`config.mk`:
```
export PLATFORM = sky130hd
export DESIGN_NAME = cpu_core_p
export DESIGN_NICKNAME = d
export VERILOG_FILES = /design/src/rtl/cpu_core_p.sv
export SDC_FILE = /design/constraint.sdc
export NUM_CORES = 1
export LEC_CHECK = 0
export ABC_CLOCK_PERIOD_IN_PS = 5100
export BUFFER_PORTS_ARGS = -buffer_cell sky130_fd_sc_hd__buf_2
export CAP_MARGIN = 20
export CORE_MARGIN = 3
export CORE_UTILIZATION = 41
export DETAILED_ROUTE_END_ITERATION = 16
export PLACE_DENSITY = 0.69
export SYNTH_ARGS = -nofsm -noshare
export SYNTH_HDL_FRONTEND = slang
export SYNTH_SLANG_ARGS = --single-unit
```
`constraint.sdc`:
```
create_clock -name clk -period 5.1 [get_ports clk]
set_input_delay 0.255 -clock clk [delete_from_list [all_inputs] [get_ports clk]]
set_output_delay 0.255 -clock clk [all_outputs]
set_load 0.02 [all_outputs]
```
`src/rtl/cpu_core_p.sv`:
```
// cpu_core_p: single-cycle register-file CPU with zero/carry flags, branches and a blocking input
// handshake. Define CPU_STACK_EN to build the optional hardware call/return stack.
module cpu_core_p #(
    parameter int DATA_W      = 8,
    parameter int IP_W        = 8,
    parameter int NUM_REGS    = 16,
    parameter int STACK_DEPTH = 4
) (
    input  logic              clk,
    input  logic              resetn,
    input  logic              enable,
    input  logic [31:0]       instruction,
    output logic [IP_W-1:0]   instruction_pointer,
    input  logic [DATA_W-1:0] din,
    input  logic              din_valid,
    output logic              din_ack,
    output logic [DATA_W-1:0] dout,
    output logic              dout_valid,
    output logic [1:0]        flags,
    output logic              halted,
    output logic              stack_err
);

    localparam int RW = $clog2(NUM_REGS);

    typedef enum logic [2:0] {
        G_NOP, G_ALU, G_LDI, G_BR, G_CALL, G_RET, G_IN, G_OUT
    } group_e;

    typedef enum logic [2:0] {
        ALU_MOV, ALU_ADD, ALU_SUB, ALU_AND, ALU_OR, ALU_XOR, ALU_INC, ALU_NOT
    } alu_op_e;

    typedef enum logic [2:0] {
        BR_JMP, BR_JZ, BR_JNZ, BR_JC, BR_HALT, BR_NOP5, BR_NOP6, BR_NOP7
    } br_op_e;

    group_e            grp;
    alu_op_e           alu_op;
    br_op_e            br_op;
    logic [RW-1:0]     rd_idx;
    logic [RW-1:0]     rs_idx;
    logic [DATA_W-1:0] imm;
    logic [IP_W-1:0]   target;
    logic              unused_bits;

    assign grp         = group_e'(instruction[31:29]);
    assign alu_op      = alu_op_e'(instruction[28:26]);
    assign br_op       = br_op_e'(instruction[28:26]);
    assign rs_idx      = instruction[16 +: RW];
    assign rd_idx      = instruction[8 +: RW];
    assign imm         = DATA_W'(instruction[23:16]);
    assign target      = IP_W'(instruction[7:0]);
    assign unused_bits = ^instruction;

    logic [IP_W-1:0]   ip;
    logic [IP_W-1:0]   ip_inc;
    logic [IP_W-1:0]   ip_next;
    logic [DATA_W-1:0] regs [NUM_REGS];
    logic [DATA_W-1:0] rd_val;
    logic [DATA_W-1:0] rs_val;
    logic [DATA_W-1:0] reg_wdata;
    logic [DATA_W:0]   alu_wide;
    logic              reg_we;
    logic              zero, carry, zero_next, carry_next;
    logic              out_we, halt_set, step;

    assign ip_inc = ip + IP_W'(1);
    assign rd_val = regs[rd_idx];
    assign rs_val = regs[rs_idx];
    assign step   = enable && !halted;

`ifdef CPU_STACK_EN
    localparam int SPW = $clog2(STACK_DEPTH) + 1;

    logic [IP_W-1:0] stack_mem [STACK_DEPTH];
    logic [SPW-1:0]  sp;
    logic [SPW-2:0]  top_idx;
    logic            push, pop, err_set, stack_err_q;

    assign top_idx = (SPW-1)'(sp - 1'b1);
`endif

    // NOTE: always_comb uses blocking assignments and gives every output a default first, so no latch is inferred.
    always_comb begin
        ip_next    = ip_inc;
        reg_we     = 1'b0;
        reg_wdata  = rd_val;
        alu_wide   = '0;
        zero_next  = zero;
        carry_next = carry;
        out_we     = 1'b0;
        halt_set   = 1'b0;
`ifdef CPU_STACK_EN
        push       = 1'b0;
        pop        = 1'b0;
        err_set    = 1'b0;
`endif
        case (grp)
            G_ALU: begin
                case (alu_op)
                    ALU_MOV: alu_wide = {1'b0, rs_val};
                    ALU_ADD: alu_wide = {1'b0, rd_val} + {1'b0, rs_val};
                    ALU_SUB: alu_wide = {1'b0, rd_val} - {1'b0, rs_val};
                    ALU_AND: alu_wide = {1'b0, rd_val & rs_val};
                    ALU_OR:  alu_wide = {1'b0, rd_val | rs_val};
                    ALU_XOR: alu_wide = {1'b0, rd_val ^ rs_val};
                    ALU_INC: alu_wide = {1'b0, rd_val} + (DATA_W+1)'(1);
                    default: alu_wide = {1'b0, ~rd_val};
                endcase
                reg_we    = 1'b1;
                reg_wdata = alu_wide[DATA_W-1:0];
                if (alu_op != ALU_MOV)
                    zero_next = (alu_wide[DATA_W-1:0] == '0);
                // Bit DATA_W is carry-out for the additions and borrow for SUB.
                if (alu_op == ALU_ADD || alu_op == ALU_SUB || alu_op == ALU_INC)
                    carry_next = alu_wide[DATA_W];
            end
            G_LDI: begin
                reg_we    = 1'b1;
                reg_wdata = imm;
            end
            G_BR: begin
                case (br_op)
                    BR_JMP:  ip_next = target;
                    BR_JZ:   if (zero)  ip_next = target;
                    BR_JNZ:  if (!zero) ip_next = target;
                    BR_JC:   if (carry) ip_next = target;
                    BR_HALT: begin
                        halt_set = 1'b1;
                        ip_next  = ip;
                    end
                    default: ;
                endcase
            end
`ifdef CPU_STACK_EN
            G_CALL: begin
                if (sp == SPW'(STACK_DEPTH)) begin
                    err_set  = 1'b1;
                    halt_set = 1'b1;
                    ip_next  = ip;
                end else begin
                    push    = 1'b1;
                    ip_next = target;
                end
            end
            G_RET: begin
                if (sp == '0) begin
                    err_set  = 1'b1;
                    halt_set = 1'b1;
                    ip_next  = ip;
                end else begin
                    pop     = 1'b1;
                    ip_next = stack_mem[top_idx];
                end
            end
`endif
            G_IN: begin
                if (din_valid) begin
                    reg_we    = 1'b1;
                    reg_wdata = din;
                end else begin
                    ip_next = ip;
                end
            end
            G_OUT: out_we = 1'b1;
            default: ;
        endcase
    end

    // Gated by resetn so the ack reads 0 while reset is held, even on an IN at address 0.
    assign din_ack = resetn && step && (grp == G_IN) && din_valid;

    // NOTE: sequential state uses non-blocking assignments so every register samples pre-edge values.
    // NOTE: the register file is reset because programs may read a register before writing it.
    always_ff @(posedge clk or negedge resetn) begin
        if (!resetn) begin
            ip         <= '0;
            zero       <= 1'b0;
            carry      <= 1'b0;
            halted     <= 1'b0;
            dout       <= '0;
            dout_valid <= 1'b0;
            for (int i = 0; i < NUM_REGS; i++)
                regs[i] <= '0;
        end else begin
            dout_valid <= step && out_we;
            if (step) begin
                ip    <= ip_next;
                zero  <= zero_next;
                carry <= carry_next;
                if (reg_we)
                    regs[rd_idx] <= reg_wdata;
                if (out_we)
                    dout <= rs_val;
                if (halt_set)
                    halted <= 1'b1;
            end
        end
    end

`ifdef CPU_STACK_EN
    always_ff @(posedge clk or negedge resetn) begin
        if (!resetn) begin
            sp          <= '0;
            stack_err_q <= 1'b0;
        end else if (step) begin
            if (push)
                sp <= sp + 1'b1;
            if (pop)
                sp <= sp - 1'b1;
            if (err_set)
                stack_err_q <= 1'b1;
        end
    end

    // Storage is deliberately unreset: sp alone defines which entries are valid.
    always_ff @(posedge clk) begin
        if (step && push)
            stack_mem[(SPW-1)'(sp)] <= ip_inc;
    end

    assign stack_err = stack_err_q;
`else
    localparam int unused_stack_depth = STACK_DEPTH;
    assign stack_err = 1'b0;
`endif

    assign instruction_pointer = ip;
    assign flags               = {carry, zero};

endmodule
```
==> reports/metrics.yaml, run 1 <==
layout:
  mostFrequentLayoutCell: "dfrtp_1"
  antenna_cells_inserted: 0
  syn_to_final_growth_pct: 12.18
  layout_common_cells: "dfrtp_1, mux2_2, mux4_2"
  final_nets: 884
  drive_gt1_frac: 0.3818
flow_run:
  drv_cap: 0
floorplan:
  fp.coreArea_um2: 22030
  die-area_um2: 24510
  fp-row-count: 54
  die-width_um: 156.6
  start_util: 0.4220
  io_pins: 66
  die_h_um: 156.6
timing:
  skew_ps: 13.82
  rsz0062_at_grt: "false"
  max_slew_margin: 0.2256
  max_slew.worst_pin.slew_ps: 1154
  finalSetupTns_ps: 0
  layout_min_cycle_time_ps: 4643
  max_freq_ghz: 0.2154
  fin_crit_sh: 0.9104
  setup_viol: 0
  maxSlewViolCount: 0
  hold_viol: 0
  finalWorstSetupSlack_ps: 456.8
place:
  dp_hpwl_um: 16740
  dp_slack_ps: 159.5
  io_buffers: 58
  routabilityCongestion: 0.9870
clock_tree:
  clk_pin_slew_ps: 70
  clock_path_buffers: 2
  numCtsBuffers: 17
  htreeDepth: 4
  cts_root_buf: "clkbuf_16"
  post_cts_buffers: 0
  cts_sinks: 148
  cts_tree: "built"
  post_cts_resized: 0
  clk_latency_ps: 430
  hold_buffers: 1
synthesis:
  synth-compound-area-share: 0.1006
  synth.avg_cell_area_um2: 12.06
  ys_warn_count: 0
  ys_ff_latch: 148
  synthesis.nets: 843
  syn-instance-count: 771
  synth_xor_area_frac: 0.003769
  synthAdderAreaFrac: 0.03850
  synth_area_um2: 9295
  yosysTopAreaCell: "dfrtp_1"
  synth-edff-count: 0
  ys_async_sr_fraction: 1.000
  synth_mux_area_frac: 0.3198
  synth_top_family_by_area: "multiplexers"
  yosys.area_share.simple: 0.09678
  synth_seq_area_share: 0.3984
  synth_top_area_frac: 0.3984
  ys_types: 63
  synth_flop_cell: "dfrtp_1"
  yosys-top-cells-area: "dfrtp_1, mux4_2, mux2_2"
detailed_routing:
  ant_nets: 0
  detail_route.iter0.violations: 505
  wl_per_cell_um: 22.39
  drt_wl_total_um: 24740
  first_pass_iters: 5
  dr_total_vias: 6835
  viasPerCell: 6.186
  post-route-drc-count: 0
setup_path:
  cp_data_arrival_time_ps: 5010
  cp.required_ps: 5470
  critPathLaunchType: "flop"
  cp-end-kind: "flop"
  path_class: "flop to flop"
  critPathMaxFanout: 16
power:
  p_per_area_nw_per_um2: 346.4
  power_leakage_nw: 4.824
  ir_worst_vdd_v: 0.0001701
min_path:
  hp-class: "primary input to flop"
grt:
  overflow: 0
  grt_pass1_vias: 6874
  grt_pass1_wl_um: 39160
  track_usage: 0.2076
  grt_max_degree: 101
  antenna_found_initial: 0
run_status:
  status: "complete, no violations"
==> logic make-up (layout without fill, tap and decap cells) <==
group	Yosys count	count (layout)
other	1	1
multiplexers	193	193
XOR/XNOR	4	4
flip-flops	148	148
buffers and inverters	79	133
adder cells (fa/ha/maj)	28	28
AO/OA/AOI/OAI	143	143
AND/OR/NAND/NOR	175	175
==> synthesized netlist by cell type (all sizes together) (5+ instances only) <==
cell      n
nor3b     6
and2      6
mux4     70
nand2    69
nand4b    5
o21ai    43
a222oi    8
ha       27
a31oi    11
nand2b    5
mux2i    11
nand3    13
a22oi     6
a21oi    34
nand4     7
o22ai    10
buf      31
a21o      5
dfrtp   148
nor2b     6
mux2    112
clkbuf   28
nor2     35
inv      20
and3      5
==> path summary, 6_finish.rpt <==
path,cells past startpoint,start,slack (ps),end
max reg2reg,17,regs[1],460,regs[79]
min in group asynchronous,2,resetn,500,dout[7]
min,3,instruction[1],140,instruction_pointer[1]
min reg2reg,2,dout[5],470,dout[5]
max in group asynchronous,3,resetn,3370,regs[92]
max,17,regs[1],460,regs[79]
==> power by group <==
group / leakage (nW) / switching (mW) / internal (mW)
registers: 2.00 / 0.126 / 1.32
clock network: 0.295 / 0.561 / 0.744
logic: 2.53 / 0.479 / 0.384
==> final cells by class <==
class / count / area, µm²
Fill cell: 1948 / 11600
Multi-Input combinational cell: 544 / 5204
Sequential cell: 148 / 3704
Timing Repair Buffer: 81 / 484.2
Clock buffer: 17 / 425.4
Tap cell: 280 / 350.3
Clock inverter: 15 / 185.2
Inverter: 20 / 75.07
==> sequential cells by signal, indices dropped and copies added, names as in the netlist <==
name,count
regs,128
dout,8
instruction_pointer,8
carry,1
dout_valid,1
halted,1
zero,1
==> through the flow <==
step                      hold WS, ps  utilization  instances  power (mW)  cell area [µm²]
final                           141.2       0.4734       1105       3.612            10430
after global routing            148.3       0.4734       1105       3.792            10430
after CTS                       128.2       0.4731       1104       3.630            10420
after detailed placement        435.9       0.4449       1071       2.318             9799
after global placement          432.8       0.4449       1071       2.286             9799
after floorplan                -40.59            -        771       2.056             9295
==> routing by layer <==
metal	part of all wire	wire, µm	global-route usage	vias to the layer above
met5	0	0	0	-
met3	0.059	1454	0.04010	53
met2	0.49	12120	0.3431	254
met4	0.033	818	0.08420	0
li1	-	-	-	3020
met1	0.42	10350	0.2698	3508
==> worst max-delay path, cell delays in order, from the launching register on <==
cell and delay [ps]:
dfrtp_1 400, mux4_2 460, mux2_2 310, mux2i_1 280
ha_1 280, inv_1 60, nor2_1 130, nand2_1 80
mux2i_1 160, o22ai_1 120, ha_1 350, a21o_1 180
a31oi_1 230, a21oi_1 120, o21ai_0 150, a31oi_1 130
o31ai_2 830, mux2_2 310
Power figures use the tool's default switching activity.
==> run 2, diff against run 1 <==
--- a/config.mk
+++ b/config.mk
@@ -5,7 +5,7 @@
 export SDC_FILE = /design/constraint.sdc
 export NUM_CORES = 1
 export LEC_CHECK = 0
-export ABC_CLOCK_PERIOD_IN_PS = 5100
+export ABC_CLOCK_PERIOD_IN_PS = 5500
 export BUFFER_PORTS_ARGS = -buffer_cell sky130_fd_sc_hd__buf_2
 export CAP_MARGIN = 20
 export CORE_MARGIN = 3
==> constraint.sdc (replaced) <==
create_clock -name clk -period 5.5 [get_ports clk]
set_input_delay 0.275 -clock clk [delete_from_list [all_inputs] [get_ports clk]]
set_output_delay 0.275 -clock clk [all_outputs]
set_load 0.02 [all_outputs]
==> run 2 against run 1 <==
  * Core utilization is 0.28 points lower
  * Sequential power down 7%
  * Clock-buffer cell count grew 1
  * Via count fell by 0.86%
  * Power down 8.2%
  * Clock power decreased by 9%
  * Cell count fell by 0.45%
  * Sequential cell count unchanged
  * Critical path type unchanged
  * Largest cell class unchanged
==> reports/metrics.yaml, run 2 (same netlist as run 1, synthesis figures left out) <==
floorplan:
  fp.coreArea_um2: 22030
  die-area_um2: 24510
  die-width_um: 156.6
  io_pins: 66
  start_util: 0.4220
  die_h_um: 156.6
  fp-row-count: 54
layout:
  largest_register: "regs"
  multi_input_area_um2: 5204
  fillCellCount: 1941
  register_area_um2: 3704
  largest_register_ffs: 128
  antenna_cells_inserted: 0
  syn_to_final_growth_pct: 11.51
  final_nets: 879
  layout_common_cells: "dfrtp_1, mux2_2, mux4_2"
  drive_gt1_frac: 0.3780
  mostFrequentLayoutCell: "dfrtp_1"
grt:
  overflow: 0
  grt_max_degree: 89
  track_usage: 0.2057
  grt_pass1_vias: 6786
  grt_pass1_wl_um: 38420
  antenna_found_initial: 0
setup_path:
  crit_start: "regs[33]"
  cp-end-kind: "flop"
  crit_path_top_delay_cell: "o31ai_2"
  timing.rr.start: "regs[33]"
  worstPathCellList: "mux4_2, mux2_2, mux2i_1, ha_1, inv_1, nor2_1, nand2_1, mux2i_1, o22ai_1, ha_1, a21o_1, a31oi_1, a21oi_1, o21ai_0, a31oi_1, o31ai_2, mux2_2"
  crit_family: "compound AO/OA/AOI/OAI gates"
  cp.required_ps: 5870
  cp.buffers_inverters: 1
  max_stage_delay_ps: 820
  critPathLaunchType: "flop"
  path_class: "flop to flop"
  critPathMaxFanout: 16
  cp_data_arrival_time_ps: 5110
power:
  power_frac_comb: 0.238
  p_seq_frac: 0.403
  p_sw_frac: 0.3278
  p_total_mw: 3.318
  power_leakage_nw: 4.788
  p_int_mw: 2.230
  pwr-share-clk: 0.359
  p_per_area_nw_per_um2: 320.1
  switching_power_mw: 1.088
  ir_worst_vdd_v: 0.0001635
place:
  dp_hpwl_um: 16400
  routabilityCongestion: 0.9067
  dp_slack_ps: 424.7
  io_buffers: 58
timing:
  rsz0062_at_grt: "false"
  fin_crit_sh: 0.8633
  finalWorstSetupSlack_ps: 751.7
  maxSlewViolCount: 0
  max_slew_margin: 0.2340
  hold_viol: 0
  setup_viol: 0
  skew_ps: 13.05
  layout_min_cycle_time_ps: 4748
  finalSetupTns_ps: 0
  max_freq_ghz: 0.2106
  max_slew.worst_pin.slew_ps: 1144
detailed_routing:
  dr_total_vias: 6776
  drt_wl_total_um: 24480
  wl_per_cell_um: 22.26
  post-route-drc-count: 0
  viasPerCell: 6.160
  ant_nets: 0
  first_pass_iters: 5
  detail_route.iter0.violations: 700
clock_tree:
  hold_buffers: 1
  clock_path_buffers: 2
  cts_sinks: 148
  clk_latency_ps: 440
  clk_pin_slew_ps: 70
  cts_tree: "built"
  htreeDepth: 4
  post_cts_buffers: 0
  cts_root_buf: "clkbuf_16"
  numCtsBuffers: 17
  post_cts_resized: 0
min_path:
  min_from: "enable"
  hp-class: "primary input to flop"
flow_run:
  drv_cap: 0
run_status:
  status: "complete, no violations"
run 2: cell types whose count changed in the layout (fill, tap and decap cells not counted):
cell / previous run / this run
buf_4: 21 / 17
inv_6: 4 / 6
bufinv_16: 2 / 1
clkbuf_8: 0 / 1
clkinv_4: 1 / 0
clkinv_2: 1 / 0
buf_12: 1 / 0
run 2: path summary, 6_finish.rpt:
kind | endpoint | slack [ps] | depth (start not counted)
hold / removal | halted | 150 | 2
setup / recovery | regs[119] | 750 | 17
max in group asynchronous | regs[81] | 3660 | 3
min in group asynchronous | dout[7] | 510 | 2
setup reg to reg | regs[119] | 750 | 17
hold reg to reg | dout[7] | 470 | 2
run 2: cell type report:
type | instances | share of cell area
clock buffers | 18 | 0.04237
clock inverters | 14 | 0.01533
inverters | 20 | 0.007243
multi-input cells | 544 | 0.5021
flip-flops and latches | 148 | 0.3573
well taps | 280 | 0.03380
repair buffers | 76 | 0.04189
run 2: through the flow:
stage          hold slack (ps)  cell area, µm²  instances  utilization
2_1_floorplan           -20.59            9295        771            -
3_3_place_gp             416.4            9749       1066       0.4426
3_5_place_dp             424.2            9749       1066       0.4426
4_1_cts                  133.6           10360       1099       0.4702
5_1_grt                  154.9           10360       1100       0.4706
6_report                 152.0           10360       1100       0.4706
run 2: layer usage:
layer / vias to the layer above / track usage / share of wire
met5: - / 0 / 0
met4: 0 / 0.08670 / 0.028
met3: 56 / 0.04176 / 0.070
met2: 305 / 0.3322 / 0.48
met1: 3399 / 0.2717 / 0.42
li1: 3016 / - / -
run 2: worst reg2reg max path: stages, from the launching register on:
cell and delay (ps):
dfrtp_1 390, mux4_2 480, mux2_2 320, mux2i_1 320, ha_1 290, inv_1 70, nor2_1 140, nand2_1 80
mux2i_1 160, o22ai_1 120, ha_1 350, a21o_1 180, a31oi_1 220, a21oi_1 120, o21ai_0 150, a31oi_1 150
o31ai_2 820, mux2_2 310
run 2: power by group through the flow:
stage               registers (mW)  clock network [mW]  logic [mW]
floorplan                     1.37                   0       0.540
global placement              1.35                   0       0.765
detailed placement            1.35                   0       0.782
CTS                           1.33                1.20       0.787
global route                  1.36                1.26       0.867
finish                        1.34                1.19       0.789
